`config.mk`:
```
export PLATFORM = sky130hd
export DESIGN_NAME = mips150_muldiv
export DESIGN_NICKNAME = d
export VERILOG_FILES = /design/src/rtl/mips150_pkg.sv /design/src/rtl/mips150_abs_neg.sv /design/src/rtl/mips150_muldiv.sv
export SDC_FILE = /design/constraint.sdc
export NUM_CORES = 1
export LEC_CHECK = 0
export CAP_MARGIN = 0
export CELL_PAD_IN_SITES_DETAIL_PLACEMENT = 0
export CELL_PAD_IN_SITES_GLOBAL_PLACEMENT = 2
export CORE_ASPECT_RATIO = 1.1
export CORE_MARGIN = 8
export CORE_UTILIZATION = 31
export DETAILED_ROUTE_END_ITERATION = 12
export PLACE_DENSITY = 0.87
export SYNTH_ARGS = -nofsm -noshare
export SYNTH_HDL_FRONTEND = slang
export SYNTH_SLANG_ARGS = --single-unit
```
`constraint.sdc`:
```
create_clock -name clk -period 3.45 [get_ports clk]
set_input_delay 0.69 -clock clk [delete_from_list [all_inputs] [get_ports clk]]
set_output_delay 0.69 -clock clk [all_outputs]
set_load 0.02 [all_outputs]
```
`src/rtl/mips150_pkg.sv`:
```
// Shared encodings for the MIPS150 multiply/divide unit: op codes, FSM states
// and small op-decode helpers.
package mips150_pkg;

  localparam logic [1:0] OP_MULT  = 2'd0;
  localparam logic [1:0] OP_MULTU = 2'd1;
  localparam logic [1:0] OP_DIV   = 2'd2;
  localparam logic [1:0] OP_DIVU  = 2'd3;

  localparam logic [1:0] ST_IDLE = 2'd0;
  localparam logic [1:0] ST_RUN  = 2'd1;
  localparam logic [1:0] ST_FIX  = 2'd2;

  function automatic logic is_signed_op(input logic [1:0] op);
    return (op == OP_MULT) || (op == OP_DIV);
  endfunction

  function automatic logic is_div_op(input logic [1:0] op);
    return (op == OP_DIV) || (op == OP_DIVU);
  endfunction

endpackage

```
`src/rtl/mips150_abs_neg.sv`:
```
// Combinational conditional two's-complement negate; used both to take operand
// magnitudes and to restore result signs.
module mips150_abs_neg #(
  parameter int W = 32
) (
  input  logic         neg,
  input  logic [W-1:0] din,
  output logic [W-1:0] dout
);

  assign dout = neg ? (~din + W'(1)) : din;

endmodule

```
`src/rtl/mips150_muldiv.sv`:
```
// Iterative MULT/MULTU/DIV/DIVU unit with architectural HI/LO registers.
// Define MIPS150_MULDIV_EARLY_OUT_EN to finish multiplies once the multiplier is exhausted.
module mips150_muldiv
  import mips150_pkg::*;
#(
  parameter int WIDTH = 32
) (
  input  logic             clk,
  input  logic             rst,
  input  logic             start,
  input  logic [1:0]       op,
  input  logic [WIDTH-1:0] src_a,
  input  logic [WIDTH-1:0] src_b,
  input  logic             hi_we,
  input  logic             lo_we,
  input  logic [WIDTH-1:0] wr_data,
  output logic             busy,
  output logic             done,
  output logic [WIDTH-1:0] hi,
  output logic [WIDTH-1:0] lo
);

  localparam int CNT_W = $clog2(WIDTH);
  localparam logic [CNT_W-1:0] CNT_LAST = CNT_W'(WIDTH - 1);

  logic [1:0]         state_q, state_d;
  logic [CNT_W-1:0]   cnt_q, cnt_d;
  logic               is_div_q, is_div_d;
  logic               res_neg_q, res_neg_d;
  logic               rem_neg_q, rem_neg_d;
  logic               div0_q, div0_d;
  logic [2*WIDTH-1:0] acc_q, acc_d;
  logic [2*WIDTH-1:0] mcand_q, mcand_d;
  logic [WIDTH-1:0]   mplier_q, mplier_d;
  logic [WIDTH-1:0]   hi_q, hi_d;
  logic [WIDTH-1:0]   lo_q, lo_d;
  logic               done_q, done_d;

  logic [WIDTH-1:0]   mag_a, mag_b;
  logic [2*WIDTH-1:0] prod_fix;
  logic [WIDTH-1:0]   quo_fix, rem_fix;
  logic               op_signed;
  logic [WIDTH:0]     div_sh;
  logic [WIDTH-1:0]   div_trial;
  logic               div_ge;
  logic               early_out;

  assign op_signed = is_signed_op(op);

  mips150_abs_neg #(.W(WIDTH)) u_mag_a (
    .neg (op_signed & src_a[WIDTH-1]),
    .din (src_a),
    .dout(mag_a)
  );

  mips150_abs_neg #(.W(WIDTH)) u_mag_b (
    .neg (op_signed & src_b[WIDTH-1]),
    .din (src_b),
    .dout(mag_b)
  );

  mips150_abs_neg #(.W(2 * WIDTH)) u_fix_prod (
    .neg (res_neg_q),
    .din (acc_q),
    .dout(prod_fix)
  );

  // A zero divisor yields an all-ones quotient that must not be negated.
  mips150_abs_neg #(.W(WIDTH)) u_fix_quo (
    .neg (res_neg_q & ~div0_q),
    .din (acc_q[WIDTH-1:0]),
    .dout(quo_fix)
  );

  mips150_abs_neg #(.W(WIDTH)) u_fix_rem (
    .neg (rem_neg_q),
    .din (acc_q[2*WIDTH-1:WIDTH]),
    .dout(rem_fix)
  );

  // Restoring step: {remainder, dividend} shifts left; the true difference fits in WIDTH bits.
  assign div_sh    = acc_q[2*WIDTH-1:WIDTH-1];
  assign div_ge    = div_sh >= {1'b0, mcand_q[WIDTH-1:0]};
  assign div_trial = div_sh[WIDTH-1:0] - mcand_q[WIDTH-1:0];

`ifdef MIPS150_MULDIV_EARLY_OUT_EN
  assign early_out = ~is_div_q & (mplier_q[WIDTH-1:1] == '0);
`else
  assign early_out = 1'b0;
`endif

  // NOTE: every always_comb output gets a default first so no path infers a latch.
  always_comb begin
    state_d   = state_q;
    cnt_d     = cnt_q;
    is_div_d  = is_div_q;
    res_neg_d = res_neg_q;
    rem_neg_d = rem_neg_q;
    div0_d    = div0_q;
    acc_d     = acc_q;
    mcand_d   = mcand_q;
    mplier_d  = mplier_q;
    hi_d      = hi_q;
    lo_d      = lo_q;
    done_d    = 1'b0;

    case (state_q)
      ST_IDLE: begin
        if (start) begin
          state_d   = ST_RUN;
          cnt_d     = '0;
          is_div_d  = is_div_op(op);
          res_neg_d = op_signed & (src_a[WIDTH-1] ^ src_b[WIDTH-1]);
          rem_neg_d = op_signed & src_a[WIDTH-1];
          div0_d    = is_div_op(op) & (src_b == '0);
          if (is_div_op(op)) begin
            acc_d    = {{WIDTH{1'b0}}, mag_a};
            mcand_d  = {{WIDTH{1'b0}}, mag_b};
            mplier_d = '0;
          end else begin
            acc_d    = '0;
            mcand_d  = {{WIDTH{1'b0}}, mag_a};
            mplier_d = mag_b;
          end
        end else begin
          if (hi_we) hi_d = wr_data;
          if (lo_we) lo_d = wr_data;
        end
      end

      ST_RUN: begin
        cnt_d = cnt_q + CNT_W'(1);
        if (is_div_q) begin
          acc_d = div_ge ? {div_trial, acc_q[WIDTH-2:0], 1'b1}
                         : {acc_q[2*WIDTH-2:0], 1'b0};
        end else begin
          if (mplier_q[0]) acc_d = acc_q + mcand_q;
          mcand_d  = mcand_q << 1;
          mplier_d = mplier_q >> 1;
        end
        if ((cnt_q == CNT_LAST) || early_out) state_d = ST_FIX;
      end

      ST_FIX: begin
        state_d = ST_IDLE;
        done_d  = 1'b1;
        if (is_div_q) begin
          hi_d = rem_fix;
          lo_d = quo_fix;
        end else begin
          hi_d = prod_fix[2*WIDTH-1:WIDTH];
          lo_d = prod_fix[WIDTH-1:0];
        end
      end

      default: state_d = ST_IDLE;
    endcase
  end

  // NOTE: sequential state uses non-blocking assignments so all flops update together.
  always_ff @(posedge clk) begin
    if (rst) begin
      state_q   <= ST_IDLE;
      cnt_q     <= '0;
      is_div_q  <= 1'b0;
      res_neg_q <= 1'b0;
      rem_neg_q <= 1'b0;
      div0_q    <= 1'b0;
      acc_q     <= '0;
      mcand_q   <= '0;
      mplier_q  <= '0;
      hi_q      <= '0;
      lo_q      <= '0;
      done_q    <= 1'b0;
    end else begin
      state_q   <= state_d;
      cnt_q     <= cnt_d;
      is_div_q  <= is_div_d;
      res_neg_q <= res_neg_d;
      rem_neg_q <= rem_neg_d;
      div0_q    <= div0_d;
      acc_q     <= acc_d;
      mcand_q   <= mcand_d;
      mplier_q  <= mplier_d;
      hi_q      <= hi_d;
      lo_q      <= lo_d;
      done_q    <= done_d;
    end
  end

  assign busy = (state_q != ST_IDLE);
  assign done = done_q;
  assign hi   = hi_q;
  assign lo   = lo_q;

endmodule

```
# Yosys cells after proc, flatten, opt, wreduce, memory -nomap -nowiden
# Cells that the tools add are included.
# W data, S select, Z words.
totals:
  output_inout_bits: 66
  reg_bits: 236
  inputBits: 103
op_classes:
  order_cmp: 1
  n_mux: 33
  eq_ne: 12
  n_reduce_logical: 15
  bitwise_logic: 12
  addsub: 8
ops:
  columns: ["operator", "n"]
  rows:
  - ["$mux W32", 15]
  - ["$mux W64", 7]
  - ["$pmux W64 S2", 2]
  - ["$pmux W32 S2", 3]
  - ["$add A32 B1 Y32 const B", 4]
  - ["$not A32 Y32", 4]
  - ["$add A64 B1 Y64 const B", 1]
  - ["$add A64 B64 Y64", 1]
  - ["$not A64 Y64", 1]
  - ["$ge A33 B32 Y1", 1]
  - ["$logic_not A32 Y1", 1]
  - ["$sub A32 B32 Y32", 1]
  - ["$ne A2 B2 Y1 const B", 6]
  - ["$reduce_and A3 Y1", 4]
  - ["$pmux W5 S2", 1]
  - ["$eq A2 B2 Y1 const B", 3]
  - ["$reduce_and A2 Y1", 3]
  - ["$reduce_bool A2 Y1", 3]
  - ["$add A5 B1 Y5 const B", 1]
  - ["$and A1 B1 Y1", 5]
  - ["$eq A5 B5 Y1 const B", 1]
  - ["$mux W5", 1]
  - ["$logic_not A2 Y1", 2]
  - ["$mux W2", 2]
  - ["7 further kinds", 8]

# Logic depth before layout (Yosys ltp)
logic_depth:
  word_depth: 7
  ltp_mapped: 14
  ltp_nobuf: 14

# Cells and area by module
# From an unflattened synthesis, not the netlist that was laid out.
hier_totals:
  cells_unflattened: 2851
  area_unflattened_um2: 21809.7
modules_own_cells:
  columns: ["mod", "cells_per_inst", "instances", "area_each_um2", "seq_area_each_um2"]
  rows:
  - ["mips150_muldiv", 2249, 1, 17052.6, 4724.5]
  - ["mips150_abs_neg (u_fix_quo ...)", 99, 4, 777.0, 0.0]
  - ["mips150_abs_neg (u_fix_prod)", 206, 1, 1649.1, 0.0]

# Least setup slack after synthesis
# No wires, ideal clock.
synth_timing:
  kind: "reg-to-reg"
  from: "register acc_q[0]"
  to: "register acc_q[60]"
  path_buffers: 0
  synth_period_minus_slack_ns: 3.296
  stages_incl_launch_ff: 13
  t_arrival_ns: 3.176
  setup_ns: 0.120
  slack_ns: 0.154
  path_cell_list: "dfxtp_1 ha_1 fa_1 a21oi_1 o211ai_1 a21oi_1 a21oi_1 a211o_1 o2bb2ai_1 nand2b_1 or4b_1 a22o_1 a211o_1"
synth_between:
  elab_chain_len: 4
synth_rtl:
  columns: ["item", "line", "source"]
  rows:
  - ["from (decl)", "mips150_muldiv.sv:32", "logic [2*WIDTH-1:0] acc_q, acc_d;"]
  - ["from (signal assigned)", "mips150_muldiv.sv:169", "acc_q <= '0;"]
  - ["from (signal assigned)", "mips150_muldiv.sv:182", "acc_q <= acc_d;"]
  - ["$add A64 B64 Y64", "mips150_muldiv.sv:137", "if (mplier_q[0]) acc_d = acc_q + mcand_q;"]
  - ["$mux W64", "mips150_muldiv.sv:137", null]
  - ["$mux W64", "mips150_muldiv.sv:133", "if (is_div_q) begin"]
  - ["$pmux W64 S2", "mips150_muldiv.sv:107", "case (state_q)"]
# Every way passes these cells. The select of a mux whose other input is x is not followed.
# A chain may end at the register's enable or synchronous reset.

# Worst setup path after layout
layout_timing:
  from: "register mcand_q[25]"
  to: "register acc_q[56]"
layout_between:
  elab_chain_len: 4
  elab_cells_between_ends: 6
layout_rtl:
  columns: ["item", "line", "source"]
  rows:
  - ["from (decl)", "mips150_muldiv.sv:33", "logic [2*WIDTH-1:0] mcand_q, mcand_d;"]
  - ["from (signal assigned)", "mips150_muldiv.sv:183", "mcand_q <= mcand_d;"]
  - ["$add A64 B64 Y64 or $ge A33 B32 Y1 (tied branches)", "mips150_muldiv.sv:137, mips150_muldiv.sv:83", null]
  - ["$mux W64 (on tied branches)", "mips150_muldiv.sv:137, mips150_muldiv.sv:134", null]
  - ["$mux W64 *", "mips150_muldiv.sv:133", null]
  - ["$pmux W64 S2 *", "mips150_muldiv.sv:107", null]
# Mark *: on every way between the ends. The rest lies on a longest branch, timed or not. The select of a mux whose other input is x is not followed.

==> results.cfg <==
[detailed_routing]
drt_iter0_drc = 1769
wl_per_cell_um = 22.04
drt_wl_total_mm = 80.92
dr.pass1.iters = 5
via_per_inst = 5.614
drcViolationCount = 0
ant_nets = 0
num_vias = 20620

[critical_path]
r2r-start = mcand_q[25]
path_cells = ha_1 > a21oi_1 > o21ai_0 > a21oi_1 > o31ai_1 > a21oi_1 > o2bb2ai_2 > buf_4 > a21oi_1 > o41ai_1 > xnor2_1 > o211ai_1
worstPathArrival_ns = 3.82
worstPathMaxFanout = 7
crit_top_cell = a21oi_1
critical_path_class = register to register
cp.required_ns = 3.86
cp_slowest_stage_delay_ns = 0.62
cp-start-kind = register
startpoint = mcand_q[25]
worst_setup_path_end_kind = register
crit_slowest_cell = o41ai_1
r2r_slack_ns = 0.05

[power]
swShare_pct = 34.72
finalPower_mw = 9.638
power_density_nw_per_um2 = 396.3
ir_drop_mv = 0.2820
p_switching_mw = 3.346
combPwrFrac_pct = 30.4
p_seq_share_pct = 31.6
p_leak_nw = 9.569
p_clk_share_pct = 38.1
p_int_mw = 6.291

[cells_and_area]
antenna_cells = 0
regArea_um2 = 4731
fillers = 6291
final_util_pct = 40.04
drive_gt1_share_pct = 13.27
multi_input_area_um2 = 13400
nNetsFinal = 3028
layout_commonest_cell = nor2_1
area_growth_pct = 28.69
mostFrequentLayoutCells = nor2_1 (314), buf_4 (247), dfxtp_1 (231)

[timing]
setup_viol = 0
slew_headroom_pct = 22.45
period_share_pct = 98.70
clock-skew-final_ns = 0.03884
worst_pin_slew_ns = 1.163
max_freq_mhz = 293.7
slew_violations = 0
finalHoldViolations = 0
rsz0062_at_grt = true
tns_ns = 0
fin_crit_ns = 3.405

[cts]
cts_tree = done
clock-sinks = 236
cts_root_buf = clkbuf_16
path_clk_slew_ns = 0.06
htree_levels = 2
clockBufferDepth = 3
cts_hold_buf = 0
cts_buffers = 35
clk_latency_ns = 0.57

[global_routing]
grt_pass1_wl_mm = 122.6
grt_max_degree = 120
grt_usage_pct = 22.61
grt_pass1_vias = 20020
antenna_found_initial = 0
grt_overflow = 0

[logic_synthesis]
ys_seq_elements = 236
synthCells = 2529
ys_types = 81
ys_seq_area_share_pct = 25.00
syn_avg_cell_area_um2 = 7.473
synth-edff-count = 0
synth_ff_type = dfxtp_1
syn-num-nets = 2735
syn-cell-area_um2 = 18900
ys_warn_count = 0
async_flop_share_pct = 0

[floorplan]
rows = 95
die-area_um2 = 69130
dieWidth_um = 251.4
start_util_pct = 31.12
die_h_um = 275.0
core_area_um2 = 60740
pin_count = 169

[place]
gp_congestion = 0.9669
dp_hpwl_mm = 64.77
io_buffer_count = 168

[run_status]
status = finished, final reports clean

[job]
maxCapViolCount = 0

[hold_path]
min_from = cnt_q[3]
worst_hold_path_type = register to register
## state kept, by name, indices dropped and copies added (netlist names)
signal,cells
hi,32
is_div_q,1
lo,32
mcand_q,64
div0_q,1
state_q,2
cnt_q,5
mplier_q,32
acc_q,64
rem_neg_q,1
done,1
res_neg_q,1
## power by group through the flow
| stage | Sequential (mW) | Combinational (mW) | Clock [mW] |
|---|---|---|---|
| 2_1_floorplan | 3.13 | 1.58 | 0 |
| 6_report | 3.04 | 2.93 | 3.67 |
| 5_1_grt | 3.06 | 3.17 | 3.86 |
| 3_5_place_dp | 3.09 | 2.84 | 0 |
| 3_3_place_gp | 3.09 | 2.83 | 0 |
| 4_1_cts | 3.04 | 2.86 | 3.75 |
## repair_timing
action | 4_1_cts | 5_1_grt
pin swaps | 4 | 14
endpoints found under the setup margin | 3 | 34
buffers inserted | 1 | 5
gates resized for setup | 4 | 36
## cell families (layout without fill, tap and decap cells)
| group | after synthesis | after routing | share of synthesized area (%) |
|---|---|---|---|
| AO/OA/AOI/OAI | 854 | 854 | 29.43 |
| AND/OR/NAND/NOR | 789 | 789 | 19.11 |
| buffers and inverters | 248 | 567 | 5.018 |
| flip-flops | 236 | 236 | 25.00 |
| XOR/XNOR | 200 | 200 | 9.268 |
| adder cells (fa/ha/maj) | 103 | 103 | 6.898 |
| multiplexers | 99 | 99 | 5.270 |
## worst max-delay path: cells and delay by family (launching register included)
family,cells,cell delay [ns]
compound gates,9,2.07
fa+ha+maj,1,0.45
buf+inv,1,0.17
flops,1,0.38
xor+xnor,1,0.20
## stage by stage
stage	area, um2	hold slack (ns)	instances	setup slack, ns
after floorplan	18900	0.4282	2529	0.1542
final	24320	0.4721	3672	0.04500
after global placement	22990	0.4412	3603	-0.07453
after CTS	24170	0.4696	3667	0.0005280
after detailed placement	22990	0.4610	3603	-0.1084
after global routing	24320	0.4797	3672	-0.009450
## routing by layer
layer	up-vias	routed length [um]	track usage (%)
met1	9987	36810	29.83
met3	117	4016	3.117
met2	637	37610	37.80
met4	0	2480	7.262
met5	-	0	0
li1	9875	-	-
## synthesized netlist by cell type (5+ instances only)
master | number | share of area, %
nor2_1 | 316 | 6.3
dfxtp_1 | 236 | 25
a21oi_1 | 225 | 6.0
nand2_1 | 199 | 4.0
o21ai_0 | 172 | 4.6
a211oi_1 | 142 | 5.6
clkbuf_1 | 135 | 2.7
xor2_1 | 102 | 4.7
ha_1 | 101 | 6.7
xnor2_1 | 98 | 4.5
mux2i_1 | 95 | 5.0
inv_1 | 81 | 1.6
nor3_1 | 66 | 1.7
a22oi_1 | 44 | 1.7
o211ai_1 | 44 | 1.7
nor2b_1 | 30 | 0.99
nand4_1 | 29 | 0.96
nand3_1 | 27 | 0.71
a21o_1 | 26 | 1.0
nand2b_1 | 23 | 0.76
buf_1 | 22 | 0.44
o21bai_1 | 22 | 0.87
a221oi_1 | 21 | 0.97
a31oi_1 | 21 | 0.70
o31ai_1 | 19 | 0.75
and3_1 | 18 | 0.60
o221ai_1 | 17 | 0.79
nor4_1 | 16 | 0.53
or3_1 | 16 | 0.53
and2_1 | 12 | 0.40
o41ai_1 | 12 | 0.56
o21a_1 | 11 | 0.44
or4_1 | 9 | 0.36
buf_2 | 8 | 0.21
o22ai_1 | 7 | 0.23
a22o_1 | 6 | 0.28
nand3b_1 | 6 | 0.24
a21boi_0 | 5 | 0.20
a221o_1 | 5 | 0.26
a311oi_1 | 5 | 0.23
## layout make-up
type                    count  area share (%)
multi-input cells        2045           55.10
clock inverters            16          0.6945
repair buffers            423           15.18
well taps                 824           4.239
clock buffers              47           4.080
inverters                  81           1.250
flip-flops and latches    236           19.45
## final timing paths
| kind | to | cells past startpoint |
|---|---|---|
| worst max-delay path | acc_q[56] | 12 |
| worst min-delay path | cnt_q[3] | 1 |
| worst max register to register | acc_q[56] | 12 |
| worst min register to register | cnt_q[3] | 1 |
Note: power is estimated with default switching activity, not from simulation.
==> patch 1, RTL diff (config.mk and constraints unchanged) <==
`lo_q` no longer has a reset.
--- a/src/rtl/mips150_muldiv.sv
+++ b/src/rtl/mips150_muldiv.sv
@@ -172,3 +172,2 @@
       hi_q      <= '0;
-      lo_q      <= '0;
       done_q    <= 1'b0;
@@ -185,5 +184,8 @@
       hi_q      <= hi_d;
-      lo_q      <= lo_d;
       done_q    <= done_d;
     end
+  end
+
+  always_ff @(posedge clk) begin
+    lo_q <= lo_d;
   end
Function: changed (Yosys sat finds a counterexample within 4 cycles, from zero or initial values and one cycle with rst high).
==> patch 1 against the unedited design <==
Combinational power fell by 2%; total power fell by 4.3%; wire length fell by 3.3%; worst setup slack improved by 62 ps; global-route usage fell by 0.70 points; synthesized area fell by 0.93%; sequential cell count did not move; final area fell by 1.4%; critical path type unchanged.
==> patch 1: results (changes against the unedited design) <==
[outcome]
status = complete, no violations  ; unchanged

[layout]
signal_buffers = 415  ; was 423
multi_input_gates = 1979  ; was 2045
inverters = 72  ; was 81
seq_share_pct = 21.1  ; was 19.5%
nets = 2941  ; was 3028
clock_area_share_pct = 4.24  ; was 4.77%
multi_input_area_share_pct = 54.4  ; was 55.1%
n_fill_cell = 6219  ; was 6291
drive_gt1_share_pct = 13.9  ; was 13.3%

[timing]
slew-limit-headroom_pct = 34.7  ; was 22.5%
fin_skew_ps = 28.2  ; was 38.8 ps

[worst_setup_path]
cp_max_fo = 5  ; was 7
slowest_delay_ps = 430  ; was 620 ps
cp_slowest_cell = ha_1  ; was o41ai_1

[detailed_routing]
dr.pass1.iters = 6  ; was 5
drtIter0Drc = 1547  ; was 1769
routed_via_density = 5.67  ; was 5.61
finalWirelength_um = 78300  ; was 80900 um
wl_per_cell_um = 22.2  ; was 22.0 um
met3_wirelength_um = 4090  ; was 4020 um
met1_length_um = 35400  ; was 36800 um
highest_layer = met5  ; was met4
dr_wl_met2_um = 36200  ; was 37600 um

[synthesis]
synth_common_cells = nor2_1, nand2_1, a21oi_1  ; was nor2_1, dfxtp_1, a21oi_1
syn-num-nets = 2648  ; was 2735
async_flop_share_pct = 0  ; unchanged
synth_compound_area_share_pct = 29.3  ; was 29.4%
ys_types = 83  ; was 81
ys_seq_area_share_pct = 26.9  ; was 25.0%
synthTopCellsByArea = dfxtp_1, ha_1, a21oi_1, xnor2_1, nor2_1  ; was dfxtp_1, ha_1, nor2_1, a21oi_1, a211oi_1
yosysWarnings = 0  ; unchanged
synth.area.mux_share_pct = 3.27  ; was 5.27%
syn_avg_cell_area_um2 = 7.67  ; was 7.47 um^2
synthXorXnorAreaFrac_pct = 9.45  ; was 9.27%

[global_routing]
grt_usage_pct = 21.9  ; was 22.6%
grt_max_degree = 137  ; was 120
antenna_found_initial = 2  ; was 0
use_met1_pct = 29.0  ; was 29.8%
grt_pass1_wl_um = 119000  ; was 123000 um
grt_pass1_vias = 19700  ; was 20000
grt_use_met2_pct = 37.1  ; was 37.8%

[power_and_ir_drop]
switching_share_pct = 34.9  ; was 34.7%
seqPwrFrac_pct = 33.4  ; was 31.6%
p_leak_nw = 9.61  ; was 9.57 nW
peakVddDrop_mv = 0.403  ; was 0.282 mV
clkPwrFrac_pct = 35.6  ; was 38.1%
p_switching_mw = 3.21  ; was 3.35 mW
p_per_area_nw_per_um2 = 384  ; was 396 nW/um^2

[placement]
preCtsSetupSlack_ps = -107  ; was -108 ps
dp_cells = 3466  ; was 3603
place_congestion = 0.940  ; was 0.967
dp_hpwl_um = 62600  ; was 64800 um

[clock_tree]
htree_levels = 1  ; was 2
cts.sinks = 236  ; unchanged
cts-buffers-inserted = 31  ; was 35

[floorplanning]
die_area_um2 = 68500  ; was 69100 um^2

==> patch 1: changes by cell type after synthesis, sizes merged, moves of 25 or more <==
cell    unedited run  this run
a211oi           142        76
a21o              26        51
dfxtp            236       204
edfxtp             0        32
mux2i             95        51
nor2             316       272
==> patch 1: path summary, 6_finish.rpt <==
kind	from	end	cells past startpoint	slack [ps]
worst max-delay path	mcand_q[5]$_SDFFE_PP0P_	acc_q[63]$_SDFFE_PP0P_	14	110
worst min-delay path	mplier_q[1]$_SDFFE_PP0P_	mplier_q[0]$_SDFFE_PP0P_	2	460
worst max register to register	mcand_q[5]$_SDFFE_PP0P_	acc_q[63]$_SDFFE_PP0P_	14	110
worst min register to register	mplier_q[1]$_SDFFE_PP0P_	mplier_q[0]$_SDFFE_PP0P_	2	460
==> patch 1: timing repair <==
action,CTS,global route
setup buffers,0,4
setup endpoints to repair,5,21
pin swaps,0,10
endpoints found under the hold margin,0,0
hold buffers,0,0
resized for setup,8,34
==> patch 2, RTL diff (config.mk and constraints unchanged) <==
Made on the original files. The parameter `WIDTH` goes from 32 to 16.
--- a/src/rtl/mips150_muldiv.sv
+++ b/src/rtl/mips150_muldiv.sv
@@ -5,3 +5,3 @@
 #(
-  parameter int WIDTH = 32
+  parameter int WIDTH = 16
 ) (
Interface: changed (5 resized); port bits go from 169 to 89. The function was not compared with the original's and may differ.
==> patch 2 against the unedited design <==
Final area shrank 54%; total power shrank 52%; sequential power shrank 48%; utilization shrank 1.8 points; worst setup slack gained 220 ps; wire length shrank 61%; hold slack gained 4.0 ps; synthesized area shrank 51%; clock skew shrank 30 ps; clock power shrank 51%; sequential cell count shrank 113; via count shrank 55%; critical path type unchanged; largest cell class unchanged.
==> patch 2: results (changes against the unedited design) <==
[worst_setup_path]
slowest_delay_ps = 570  ; was 620 ps
reg2reg_depth = 11  ; was 12
r2r_start = acc_q[0]$_SDFFE_PP0P_  ; was mcand_q[25]$_SDFFE_PP0P_
cp.arrival_ps = 3500  ; was 3820 ps
cp_max_fo = 6  ; was 7

[synthesis]
synth_compound_area_share_pct = 29.7  ; was 29.4%
synthTopCellsByArea = dfxtp_1, ha_1, nor2_1, a21oi_1, mux2i_1  ; was dfxtp_1, ha_1, nor2_1, a21oi_1, a211oi_1
synth_fa_ha_area_share_pct = 7.48  ; was 6.90%
ys_seq_area_share_pct = 26.7  ; was 25.0%

[clock_tree]
htree_levels = 4  ; was 2
postCtsSetupBuffers = 0  ; was 1
clkLatencyLatePin_ps = 430  ; was 570 ps
cts_buffer_depth = 2  ; was 3
post_cts_resized = 0  ; was 4
cts-buffers-inserted = 17  ; was 35

[power_and_ir_drop]
comb-power_mw = 1.21  ; was 2.93 mW
p_leak_nw = 4.51  ; was 9.57 nW
clkPwrFrac_pct = 39.3  ; was 38.1%
switching_share_pct = 33.3  ; was 34.7%

[timing]
fin_skew_ps = 9.30  ; was 38.8 ps
finalCritPeriodShare_pct = 92.4  ; was 98.7%

[placement]
preCtsSetupSlack_ps = 245  ; was -108 ps
dp_hpwl_um = 24100  ; was 64800 um

[detailed_routing]
routed_via_density = 5.57  ; was 5.61
finalWirelength_um = 31200  ; was 80900 um
met3_wirelength_um = 1580  ; was 4020 um

[layout]
nets = 1372  ; was 3028
drive_gt1_share_pct = 8.07  ; was 13.3%
signal_buffers = 133  ; was 423
regArea_um2 = 2460  ; was 4730 um^2
reg_top3 = acc_q x32, mcand_q x32  ; was acc_q x64, mcand_q x64
n_fill_cell = 3062  ; was 6291
clock_area_share_pct = 5.21  ; was 4.77%
inverters = 40  ; was 81

[global_routing]
grt_pass1_vias = 8846  ; was 20000
grt_max_degree = 61  ; was 120

[outcome]
status = complete, no violations  ; unchanged

==> patch 2: changes by cell type in the layout (fill, tap and decap cells not counted), moves of 79 or more <==
| cell | change |
|---|---|
| a211oi_1 | -91 |
| a21oi_1 | -119 |
| buf_4 | -203 |
| clkdlybuf4s50_1 | -79 |
| dfxtp_1 | -108 |
| nand2_1 | -117 |
| nor2_1 | -153 |
| o21ai_0 | -120 |
==> patch 2: metrics by stage <==
stage | power, mW | cell area, um^2 | cells | util [%]
floorplan | 2.38 | 9230 | 1180 | -
global placement | 2.82 | 10700 | 1618 | 36.2
detailed placement | 2.82 | 10700 | 1618 | 36.2
CTS | 4.63 | 11300 | 1650 | 38.2
global route | 4.83 | 11300 | 1650 | 38.2
finish | 4.62 | 11300 | 1650 | 38.2
==> patch 2: routing by layer <==
| layer | vias to the layer above | GRT usage, % |
|---|---|---|
| li1 | 4531 | - |
| met1 | 4333 | 22.8 |
| met2 | 268 | 28.1 |
| met3 | 55 | 3.22 |
| met4 | 0 | 6.99 |
| met5 | - | 0 |
